### src/rtl/mdu_sequencer.sv
// Iterative RV32M multiply/divide sequencer: one shift-add or restoring-divide
// step per cycle, with divide-by-zero and signed-overflow results short-circuited.
module mdu_sequencer #(
    parameter int WIDTH = 32
) (
    input  logic             clk,
    input  logic             reset,
    input  logic             start,
    input  logic             flush,
    input  logic [2:0]       Funct3,
    input  logic [WIDTH-1:0] SrcA,
    input  logic [WIDTH-1:0] SrcB,
    output logic             busy,
    output logic             done,
    output logic [WIDTH-1:0] Result
);

    localparam int CW = $clog2(WIDTH);
    localparam logic [WIDTH-1:0] MIN_NEG = {1'b1, {(WIDTH-1){1'b0}}};

    typedef enum logic [1:0] {
        IDLE = 2'd0,
        CALC = 2'd1,
        FIX  = 2'd2,
        DONE = 2'd3
    } state_t;

    state_t state, state_nx;

    logic [2:0]         op;
    logic               neg;
    logic [CW-1:0]      cnt;
    logic [WIDTH-1:0]   opb;
    // Multiplier sits in the low half and shifts out as the product shifts in.
    logic [2*WIDTH-1:0] prod;
    logic [WIDTH:0]     rem;
    logic [WIDTH-1:0]   quo;

    logic               a_sgn, b_sgn, a_neg, b_neg, neg_in;
    logic               div_zero, div_ovf, fast, accept;
    logic [WIDTH-1:0]   a_mag, b_mag, fast_res;

    always_comb begin
        a_sgn = 1'b0;
        b_sgn = 1'b0;
        case (Funct3)
            3'b001, 3'b100, 3'b110: begin
                a_sgn = 1'b1;
                b_sgn = 1'b1;
            end
            3'b010:  a_sgn = 1'b1;
            default: ;
        endcase
        a_neg    = a_sgn & SrcA[WIDTH-1];
        b_neg    = b_sgn & SrcB[WIDTH-1];
        a_mag    = a_neg ? -SrcA : SrcA;
        b_mag    = b_neg ? -SrcB : SrcB;
        // REM takes the dividend's sign; every other op uses the sign XOR.
        neg_in   = (Funct3[2] && Funct3[1]) ? a_neg : (a_neg ^ b_neg);
        div_zero = Funct3[2] && (SrcB == '0);
        div_ovf  = Funct3[2] && !Funct3[0] && (SrcA == MIN_NEG) && (SrcB == '1);
        fast     = div_zero || div_ovf;
        if (div_zero)
            fast_res = Funct3[1] ? SrcA : '1;
        else
            fast_res = Funct3[1] ? '0 : SrcA;
        accept   = (state == IDLE) && start && !flush;
    end

    logic [WIDTH-1:0]   addend;
    logic [WIDTH:0]     mul_sum;
    logic [WIDTH+1:0]   div_sh, div_trial;
    logic [2*WIDTH-1:0] prod_fix;
    logic [WIDTH-1:0]   quo_fix, rem_fix, fix_res;

    always_comb begin
        addend    = prod[0] ? opb : '0;
        mul_sum   = {1'b0, prod[2*WIDTH-1:WIDTH]} + {1'b0, addend};
        div_sh    = {rem, quo[WIDTH-1]};
        div_trial = div_sh - {2'b00, opb};
        prod_fix  = neg ? -prod : prod;
        quo_fix   = neg ? -quo : quo;
        rem_fix   = neg ? -rem[WIDTH-1:0] : rem[WIDTH-1:0];
        case (op)
            3'b000:                 fix_res = prod_fix[WIDTH-1:0];
            3'b001, 3'b010, 3'b011: fix_res = prod_fix[2*WIDTH-1:WIDTH];
            3'b100, 3'b101:         fix_res = quo_fix;
            default:                fix_res = rem_fix;
        endcase
    end

    always_ff @(posedge clk or posedge reset) begin
        if (reset)
            state <= IDLE;
        else
            state <= state_nx;
    end

    always_comb begin
        state_nx = state;
        case (state)
            IDLE: if (accept) state_nx = fast ? DONE : CALC;
            CALC: begin
                if (flush)
                    state_nx = IDLE;
                else if (cnt == '0)
                    state_nx = FIX;
            end
            FIX:     state_nx = flush ? IDLE : DONE;
            DONE:    state_nx = IDLE;
            default: state_nx = IDLE;
        endcase
    end

    always_ff @(posedge clk or posedge reset) begin
        if (reset) begin
            op     <= '0;
            neg    <= 1'b0;
            cnt    <= '0;
            opb    <= '0;
            prod   <= '0;
            rem    <= '0;
            quo    <= '0;
            Result <= '0;
        end else begin
            case (state)
                IDLE: begin
                    if (accept) begin
                        op   <= Funct3;
                        neg  <= neg_in;
                        cnt  <= CW'(WIDTH - 1);
                        opb  <= b_mag;
                        prod <= {{WIDTH{1'b0}}, a_mag};
                        rem  <= '0;
                        quo  <= a_mag;
                        if (fast)
                            Result <= fast_res;
                    end
                end
                CALC: begin
                    if (!flush) begin
                        if (op[2]) begin
                            quo <= {quo[WIDTH-2:0], ~div_trial[WIDTH+1]};
                            rem <= div_trial[WIDTH+1] ? div_sh[WIDTH:0] : div_trial[WIDTH:0];
                        end else begin
                            prod <= {mul_sum, prod[WIDTH-1:1]};
                        end
                        if (cnt != '0)
                            cnt <= cnt - 1'b1;
                    end
                end
                FIX: begin
                    if (!flush)
                        Result <= fix_res;
                end
                default: ;
            endcase
        end
    end

    assign busy = (state == CALC) || (state == FIX);
    assign done = (state == DONE);

endmodule

### config.mk
export PLATFORM = sky130hd
export DESIGN_NAME = mdu_sequencer
export DESIGN_NICKNAME = d
export VERILOG_FILES = /design/src/rtl/mdu_sequencer.sv
export SDC_FILE = /design/constraint.sdc
export NUM_CORES = 1
export LEC_CHECK = 0
export CORE_MARGIN = 2
export CORE_UTILIZATION = 45
export CTS_CLUSTER_SIZE = 12
export DETAILED_ROUTE_END_ITERATION = 12
export PLACE_DENSITY = 0.66
export SYNTH_ARGS = -nofsm -noshare
export SYNTH_HDL_FRONTEND = slang
export SYNTH_SLANG_ARGS = --single-unit
### constraint.sdc
create_clock -name clk -period 7.4 [get_ports clk]
set_input_delay 1.48 -clock clk [delete_from_list [all_inputs] [get_ports clk]]
set_output_delay 1.48 -clock clk [all_outputs]
set_load 0.05 [all_outputs]
* Yosys cells after proc, flatten, opt, wreduce, memory -nomap -nowiden *
Cells that the tools add are included.

word-level totals
  word-level logic and storage cells = 111
  output and inout bits = 34
  input bits = 71
  flip-flop bits (word level) = 204

operators by class
  bitwise operators = 4
  add/sub/neg operators = 8
  reductions and logical operators = 28
  equality and inequality tests = 22
  muxes and demuxes = 40

operators by type and width
  operator              number
  $mux 32               14
  $mux 64               4
  $mux 33               4
  $neg 32->32           4
  $pmux 32 s2           2
  $pmux 64 s2           1
  $pmux 32 s3           1
  $pmux 33 s2           1
  $eq 32x32->1 const B  2
  $neg 64->64           1
  $sub 34x32->34        1
  $add 32x32->33        1
  $logic_not 32->1      1
  $reduce_and 4->1      4
  $mux 5                3
  $ne 2x2->1 const B    7
  $eq 3x3->1 const B    4
  $mux 2                5
  $pmux 5 s2            1
  $eq 3x2->1 const B    3
  $pmux 2 s4            1
  $logic_and 1x1->1     7
  $eq 3x1->1 const B    2
  $reduce_or 3->1       2
  other kinds (18)      26

* Depth between registers and ports, before layout *
Gate-level depths: netlist of run 1.

  depth after elaboration = 8
  mapped depth = 14
  gate-level depth less buffers = 13

* Worst setup path before layout of run 1 *
No wires, ideal clock.

  kind = in2reg
  start = input port SrcB[0]
  end = register Result[20]
  stages on the path = 12
  data arrival time = 4.245 ns
  slack = 3.060 ns
  library setup time = 0.096 ns
  data required time = 7.304 ns
  path buffers = 2
  cell sequence = inv_1 > ha_1 > or3b_2 > or3_1 > nand4b_1 > nor4bb_1 > clkbuf_1 > buf_1 > nand2_1 > a2111oi_0 > a21oi_1 > o31ai_1

on the way
  cells in the longest elaborated chain, start to end = 6
  elaborated cells on any way between the ends = 11
  classes of those cells = eq/ne (2); mux (4); reduce/logical (5)

RTL lines
  item                  line  source
  from (decl)           12    input logic [WIDTH-1:0] SrcB,
  $logic_not 32->1      60    div_zero = Funct3[2] && (SrcB == '0);
  $logic_and 1x1->1     60
  $mux 32               63    if (div_zero)
  $mux 32               136   if (fast)
  $mux 32               128   if (accept) begin
  $pmux 32 s2           126   case (state)
  to (signal assigned)  137   Result <= fast_res;
  to (signal assigned)  154   Result <= fix_res;
  to (decl)             15    output logic [WIDTH-1:0] Result

Several ways; a longest one is shown, not always the timed one. The select of a mux whose other input is x is not followed.
A chain may end at the register's enable or synchronous reset.

* Worst setup path in the final report of run 1 *
  start = input port SrcB[1]
  end = register Result[20]

Same word-level chain as after synthesis.

==> summary.txt, run 1 <==
Global route
  – Antenna violations before repair: 1
  – Total track usage: 0.293
  – Vias in the first global route: 16,684
  – Gr ovfl total: 0
  – Pin count of the biggest net entering global routing: 78
  – First-pass GRT wire length: 95,400 um

Flow run
  – Max-Cap Viols: 0

Min path
  – HP Class: flop to flop
  – Hold depth: 2

Synthesis
  – Complex-gate fraction of the synthesized area: 0.286
  – EDFF count, synth: 0
  – Seq/Total Area, Yosys: 0.294
  – Cells after Synth: 2,193
  – Post-synthesis adder-cell area fraction: 0.0571
  – Number of synthesized register bits: 204
  – Largest family of logic cells by synthesized area: compound AO/OA/AOI/OAI gates
  – Ys async rst share: 1.00
  – Synth cell types: 75
  – Ys flop type: dfrtp_1
  – Post-synthesis mux area share: 0.00901
  – Synthesized Nets: about 2,300
  – Synthesis Warnings: 0
  – Synth top area share: 0.294
  – Leading post-synthesis cells by cell area: dfrtp_1, o21ai_0, ha_1, xor2_1, nand2_1
  – XOR/XNOR Fraction of Synth Area: 0.105
  – Synth Area in Simple Gates: 0.203
  – Leading area contributor after synthesis: dfrtp_1
  – Syn avg cell area: 7.91 um2
  – Mapped cell area: 17,300 um2

Clocking
  – Post-CTS setup buffers: 0
  – Resize count post-CTS: 0
  – Insertion delay to the later sink of the worst-skew pair: 0.57 ns
  – Clock slew at reported path FFs: around 0.06 ns
  – Hold-fix buffers at CTS: 0
  – Clk root buf: clkbuf_16
  – Clk sinks: between 200 and 250
  – H-tree depth reported by CTS: 1
  – CTS tree: built
  – TritonCTS Buffers: 26
  – Clock buffer depth: 3

Timing
  – F_max: 195 MHz
  – Final setup vio count: 0
  – Tmin final: 5.13 ns
  – Post-route clock skew: 0.0254 ns
  – Max Transition Viols Final: 0
  – Relative slew slack: 0.152
  – Hold Vio Cnt, Final: 0
  – Setup_tns: 0 ns
  – RSZ-0062 raised after global routing: false
  – Worst Max-Slew Pin Slew: 1.24 ns
  – Fin crit share: 0.694

Drt
  – DR WL/cell: ~22 um
  – ANT nets after route: 0
  – Number of DRC markers in iteration 0: around 1,800
  – Post-route DRC: 1
  – Vias per inst: 6.37
  – Vias: 17,514
  – Post-Route WL: 60,000 um
  – Pre-antenna DRT Iters: 9

Critical path
  – Worst R2R Path Depth: 12
  – FF-to-FF End: rem[15]
  – R2R Path Start: opb[1]
  – Crit start category: input pin
  – Crit path arrival time: around 5.6 ns
  – Setup crit end: Result[20]
  – Slowest CP cell: a211o_2
  – Crit path launch: SrcB[1]
  – Crit end category: flop
  – CP peak stage delay: about 0.52 ns
  – Worst EP required: 7.87 ns
  – Flop-to-flop setup slack: 2.88 ns
  – Crit Path Max Fanout: 35
  – CP Class: input pin to flop
  – Cells along the critical path: clkdlybuf4s50_1, inv_1, ha_1, or3b_2, or3_1, nand4b_1, nor4bb_4, and3b_1, a211o_2, buf_4, a2111oi_0, a21oi_1, o31ai_1

Die
  – I/O pins: 105
  – Initial Utilization: 0.458
  – Core Rows: 71
  – Die X: 200 um
  – Die ar.: roughly 40,000 um2
  – Core area: roughly 38,000 um2
  – Die height: approximately 200 um

Placed design
  – DP HPWL: ~45,000 um
  – Gpl congestion: 0.962
  – Placed Area: roughly 19,000 um2
  – Input/output buffers: 104

Power
  – Static leakage: 7.99 nW
  – Pwr/cell area: 408 nW/um2
  – Maximum VDD drop: 0.000220 V

Layout
  – Fill cell count: 3,705
  – Area grow syn2layout: 13.4%
  – NumNets Final: 2,368
  – Antenna cells: 0
  – Share of post-route cells with drive strength above 1: 0.0487
  – Final instance area: 19,700 um2

Status
  – Status: finished, violations left
  – Failing checks: DRC
[cells by family after synthesis]
| group | after synthesis |
|---|---|
| DFF | 204 |
| adders and majority gates | 78 |
| xor gates and xnor gates | 207 |
| muxes | 15 |
| buffers and inverters | 211 |
| and+or+nand+nor | 742 |
| AOI/OAI and AO/OA | 736 |
[registers in the layout (all words and copies together), names as in the netlist]
register,cells
quo,32
neg,1
prod,64
op,3
opb,32
state,2
rem,33
Result,32
cnt,5
[per-stage QoR]
stage                     hold WS (ns)  total power (W)  setup slack, ns  utilization  cells
after floorplan                  0.449          0.00520            0.353            -   2193
after global placement           0.461          0.00652             1.78        0.497   2702
after detailed placement         0.466          0.00659             1.73        0.497   2702
after CTS                        0.481          0.00796             2.32        0.520   2750
after global routing             0.505          0.00856             1.97        0.520   2750
final                            0.475          0.00803             2.27        0.520   2750
[worst min path at each step]
stage                             to        from
after global placement    Result[29]  Result[29]
after floorplan              opb[31]     opb[31]
after CTS                 Result[18]  Result[18]
after global routing         opb[21]     opb[21]
final                     Result[30]  Result[30]
after detailed placement  Result[18]  Result[18]
[worst max-delay path, delay by kind of cell]
| kind | cells | cell delay (ns) |
|---|---|---|
| compound gates | 4 | 1.07 |
| simple gates | 5 | 1.97 |
| buf+inv | 3 | 0.90 |
| fa+ha+maj | 1 | 0.16 |
[routing by layer]
layer,part of all wire,track usage
met5,0.00022,0
met4,0.030,0.0841
met3,0.067,0.0361
met2,0.46,0.480
met1,0.45,0.408
[Yosys cell counts, drive strengths merged, types with 21 or more instances]
cell and instances:
or4 29, a21o 23, ha 76, xnor2 99, a221o 65, o311ai 24, o31ai 54, a31oi 21
nor4 25, xor2 108, clkbuf 127, nor3 51, nand2 244, nor2 205, nand2b 30, inv 76
o21ai 192, nand3 35, dfrtp 204, or3 32, o211ai 46, a21oi 151
[area by class of cell]
cell class / instances / area, um2 / share of cell area
Clock buffer: 35 / 724 / 0.0368
Tap cell: 511 / 639 / 0.0325
Timing Repair Buffer: 133 / 1260 / 0.0640
Clock inverter: 13 / 164 / 0.00833
Sequential cell: 204 / 5110 / 0.259
Multi-Input combinational cell: 1778 / 11500 / 0.584
Inverter: 76 / 293 / 0.0149
[where the power goes]
group          switching [W]  internal (W)  leakage [nW]  total (W)
logic                0.00295       0.00168          4.90    0.00463
clock network       0.000535      0.000794         0.432    0.00133
registers           0.000557       0.00152          2.66    0.00208
total                0.00404       0.00399          7.99    0.00803
[layout by cell type (no fill, tap or decap), types with 26 or more instances in the layout]
cell type	n
nand2_1	242
a221o_1	65
nor2_1	203
nand3_1	35
nor3_1	51
o211ai_1	46
xnor2_1	99
o31ai_1	53
clkbuf_16	26
or3_1	32
dfrtp_1	203
or4_1	28
clkdlybuf4s50_1	104
o21ai_0	191
buf_4	29
xor2_1	108
inv_1	75
nand2b_1	29
ha_1	75
a21oi_1	150
Power figures use the tool's default switching activity.
==> run 2, diff against run 1 <==
- PLACE_DENSITY: 0.66 -> default
- clock period: 7.4 -> 4.8 ns (I/O delays scaled with it)
==> run 2 against run 1 <==
Compared with the run above: non-clock buffer count increased by 34; the run now ends clean; first-iteration DRC count decreased by 12%; critical endpoint is now rem[30]; clock skew decreased by 0.011 ns; sequential share of layout area decreased by 0.41 points; sequential power increased by 55%.
==> summary.txt, run 2 (synthesis results as in run 1) <==
Status
  – Status: finished, final reports clean

Power
  – Maximum VDD drop: 0.000284 V (+29%)
  – Clock share of power: 0.167 (about the same)
  – P_sw: 0.00627 W (+55%)
  – Final Power: 0.0125 W (+56%)
  – Reg power frac: 0.257 (about the same)
  – Switching Share: 0.500 (-0.00324)
  – Static leakage: 8.18 nW (+2.4%)
  – P_int: 0.00627 W (+57%)
  – Gate power share: 0.576 (about the same)
  – Pwr/cell area: 627 nW/um2 (+54%)

Clocking
  – TritonCTS Buffers: 26 (unchanged)
  – Clock buffer depth: 3 (unchanged)
  – Resize count post-CTS: 0 (unchanged)
  – Insertion delay to the later sink of the worst-skew pair: 0.55 ns (-0.02 ns)
  – Clk sinks: 204 (unchanged)
  – Clk root buf: clkbuf_16
  – CTS tree: built
  – Clock slew at reported path FFs: 0.06 ns (about the same)
  – H-tree depth reported by CTS: 1 (unchanged)
  – Hold-fix buffers at CTS: 0 (unchanged)
  – Post-CTS setup buffers: 0 (unchanged)

Placed design
  – DP HPWL: 47,300 um (+5.8%)
  – Input/output buffers: 104 (unchanged)
  – Gpl congestion: 0.960 (-0.21%)
  – Placed cells: 2,736 (+1.3%)

Global route
  – Vias in the first global route: 16,484 (-1.2%)
  – Pin count of the biggest net entering global routing: 95 (+22%)
  – Total track usage: 0.302 (+0.00898)
  – First-pass GRT wire length: 97,200 um (+1.9%)
  – Antenna violations before repair: 0 (-1)
  – Most Crowded Layer GR: met2
  – Gr ovfl total: 0 (unchanged)
  – Met1 usage: 0.407 (-0.00127)
  – GR Layer Usage met3: 0.0363 (+0.000163)
  – Grt met2 use: 0.515 (+0.0348)

Timing
  – Max Transition Viols Final: 0 (unchanged)
  – Setup_tns: 0 ns (unchanged)
  – Hold Vio Cnt, Final: 0 (unchanged)
  – Post-route clock skew: 0.0140 ns (-0.0114 ns)
  – Fin crit share: 0.893
  – Worst Max-Slew Pin Slew: 1.00 ns (-0.239 ns)
  – RSZ-0062 raised after global routing: false
  – Final setup vio count: 0 (unchanged)
  – Relative slew slack: 0.333 (+0.180)
  – Hold WS: 0.476 ns (+0.000926 ns)
  – Tmin final: roughly 4.3 ns
  – F_max: ~230 MHz

Die
  – Initial Utilization: 0.458 (unchanged)
  – I/O pins: 105 (unchanged)
  – Die X: 200 um (unchanged)
  – Core area: 37,800 um2 (unchanged)
  – Die height: 200 um (unchanged)
  – Die ar.: 40,100 um2 (unchanged)
  – Core Rows: 71 (unchanged)

Critical path
  – CP peak stage delay: 0.63 ns (+0.11 ns)
  – Slowest CP cell: o41ai_1
  – Worst EP required: 5.29 ns (-2.58 ns)
  – Cells along the critical path: inv_1, ha_1, inv_1, fa_1, a211oi_1, nor2_1, o31ai_1, a21oi_1, o31a_1, o41ai_1, nand3_1, a2111oi_0, a311o_1
  – Crit Path Max Fanout: 3 (-91%)
  – Crit path arrival time: 4.77 ns (-0.83 ns)
  – Crit end category: flop
  – Critical path's most frequent cell: inv_1
  – CP Class: flop to flop
  – Crit start category: flop

Layout
  – NumNets Final: 2,402 (+1.4%)
  – Commonest non-fill, non-tap cell in the layout: nand2_1
  – Most frequent cells in the layout: nand2_1, dfrtp_1, nor2_1
  – Antenna cells: 0 (unchanged)
  – Biggest registers after layout: prod (64), rem (33)
  – Max FFs per register: 64 (unchanged)
  – Area grow syn2layout: 15.3%
  – Top reg by flops: prod
  – Final cell count without fillers: 2,784 (+1.2%)
  – Share of post-route cells with drive strength above 1: 0.0638 (+0.0151)
  – Post-layout util: 0.528 (+0.00843)

Drt
  – Vias per inst: 6.26 (-1.6%)
  – Post-route DRC: 0 (-1)
  – Number of DRC markers in iteration 0: 1,536 (-12%)
  – Vias: 17,438 (-0.43%)
  – Post-Route WL: 61,700 um (+2.9%)
  – DR WL/cell: 22.2 um (+1.6%)
  – Pre-antenna DRT Iters: 6 (-3)
  – ANT nets after route: 0 (unchanged)

Min path
  – HP Class: flop to flop

Flow run
  – Max-Cap Viols: 0 (unchanged)
==> run 2: cell count changes in the layout (fill, tap and decap cells not counted) <==
cell       change
clkinv_8       -1
a2111oi_2      +1
clkbuf_8       +2
buf_4         +31
inv_8          -1
a2111oi_1      -1
clkbuf_1       -1
clkbuf_16      +1
buf_12         +3
==> run 2: final cells by class <==
type                            count  area [um2]
Multi-Input combinational cell   1778       11500
Inverter                           76         289
Clock buffer                       37         773
Tap cell                          511         639
Timing Repair Buffer              167        1550
Fill cell                        3635       17800
Clock inverter                     11         140
Sequential cell                   204        5110
==> run 2: routing by layer <==
| layer | up-vias | share of wire |
|---|---|---|
| li1 | 8255 | - |
| met1 | 8401 | 0.44 |
| met2 | 687 | 0.47 |
| met3 | 95 | 0.061 |
| met4 | 0 | 0.029 |
| met5 | - | 0 |
==> run 2: stage by stage <==
| stage | worst slack, ns | cell area, um2 |
|---|---|---|
| floorplan | 0.980 | 17400 |
| global placement | 0.169 | 19100 |
| detailed placement | 0.119 | 19100 |
| CTS | 0.544 | 20000 |
| global route | 0.100 | 20000 |
| finish | 0.516 | 20000 |
==> run 2: worst paths after layout <==
kind                            slack [ns]  depth (start not counted)        from    endpoint
worst max-delay path                  0.52                         13     quo[31]     rem[30]
worst min-delay path                  0.48                          2  Result[25]  Result[25]
worst max register to register        0.52                         13     quo[31]     rem[30]
worst min register to register        0.48                          2  Result[25]  Result[25]
max in group asynchronous             3.02                          3       reset    prod[60]
min in group asynchronous             0.84                          2       reset  Result[31]
==> run 2: worst max-delay path: cells and delay by family, from the launching register on <==
family / cells / cell delay [ns]
DFF: 1 / 0.50
adders and majority gates: 2 / 0.60
buffers and inverters: 2 / 0.19
AOI/OAI and AO/OA: 7 / 2.66
and+or+nand+nor: 2 / 0.26
==> run 2: power by group through the flow <==
stage	clock network, W	registers (W)	logic [W]
after floorplan	0	0.00330	0.00472
after global placement	0	0.00320	0.00702
after detailed placement	0	0.00321	0.00709
after CTS	0.00212	0.00319	0.00712
after global routing	0.00220	0.00331	0.00787
final	0.00210	0.00323	0.00722
==> run 3, diff against run 2 <==
- CAP_MARGIN: default -> 20
==> results of run 3 <==
Same layout as run 2: the final DEF is identical, and so are final timing and power.
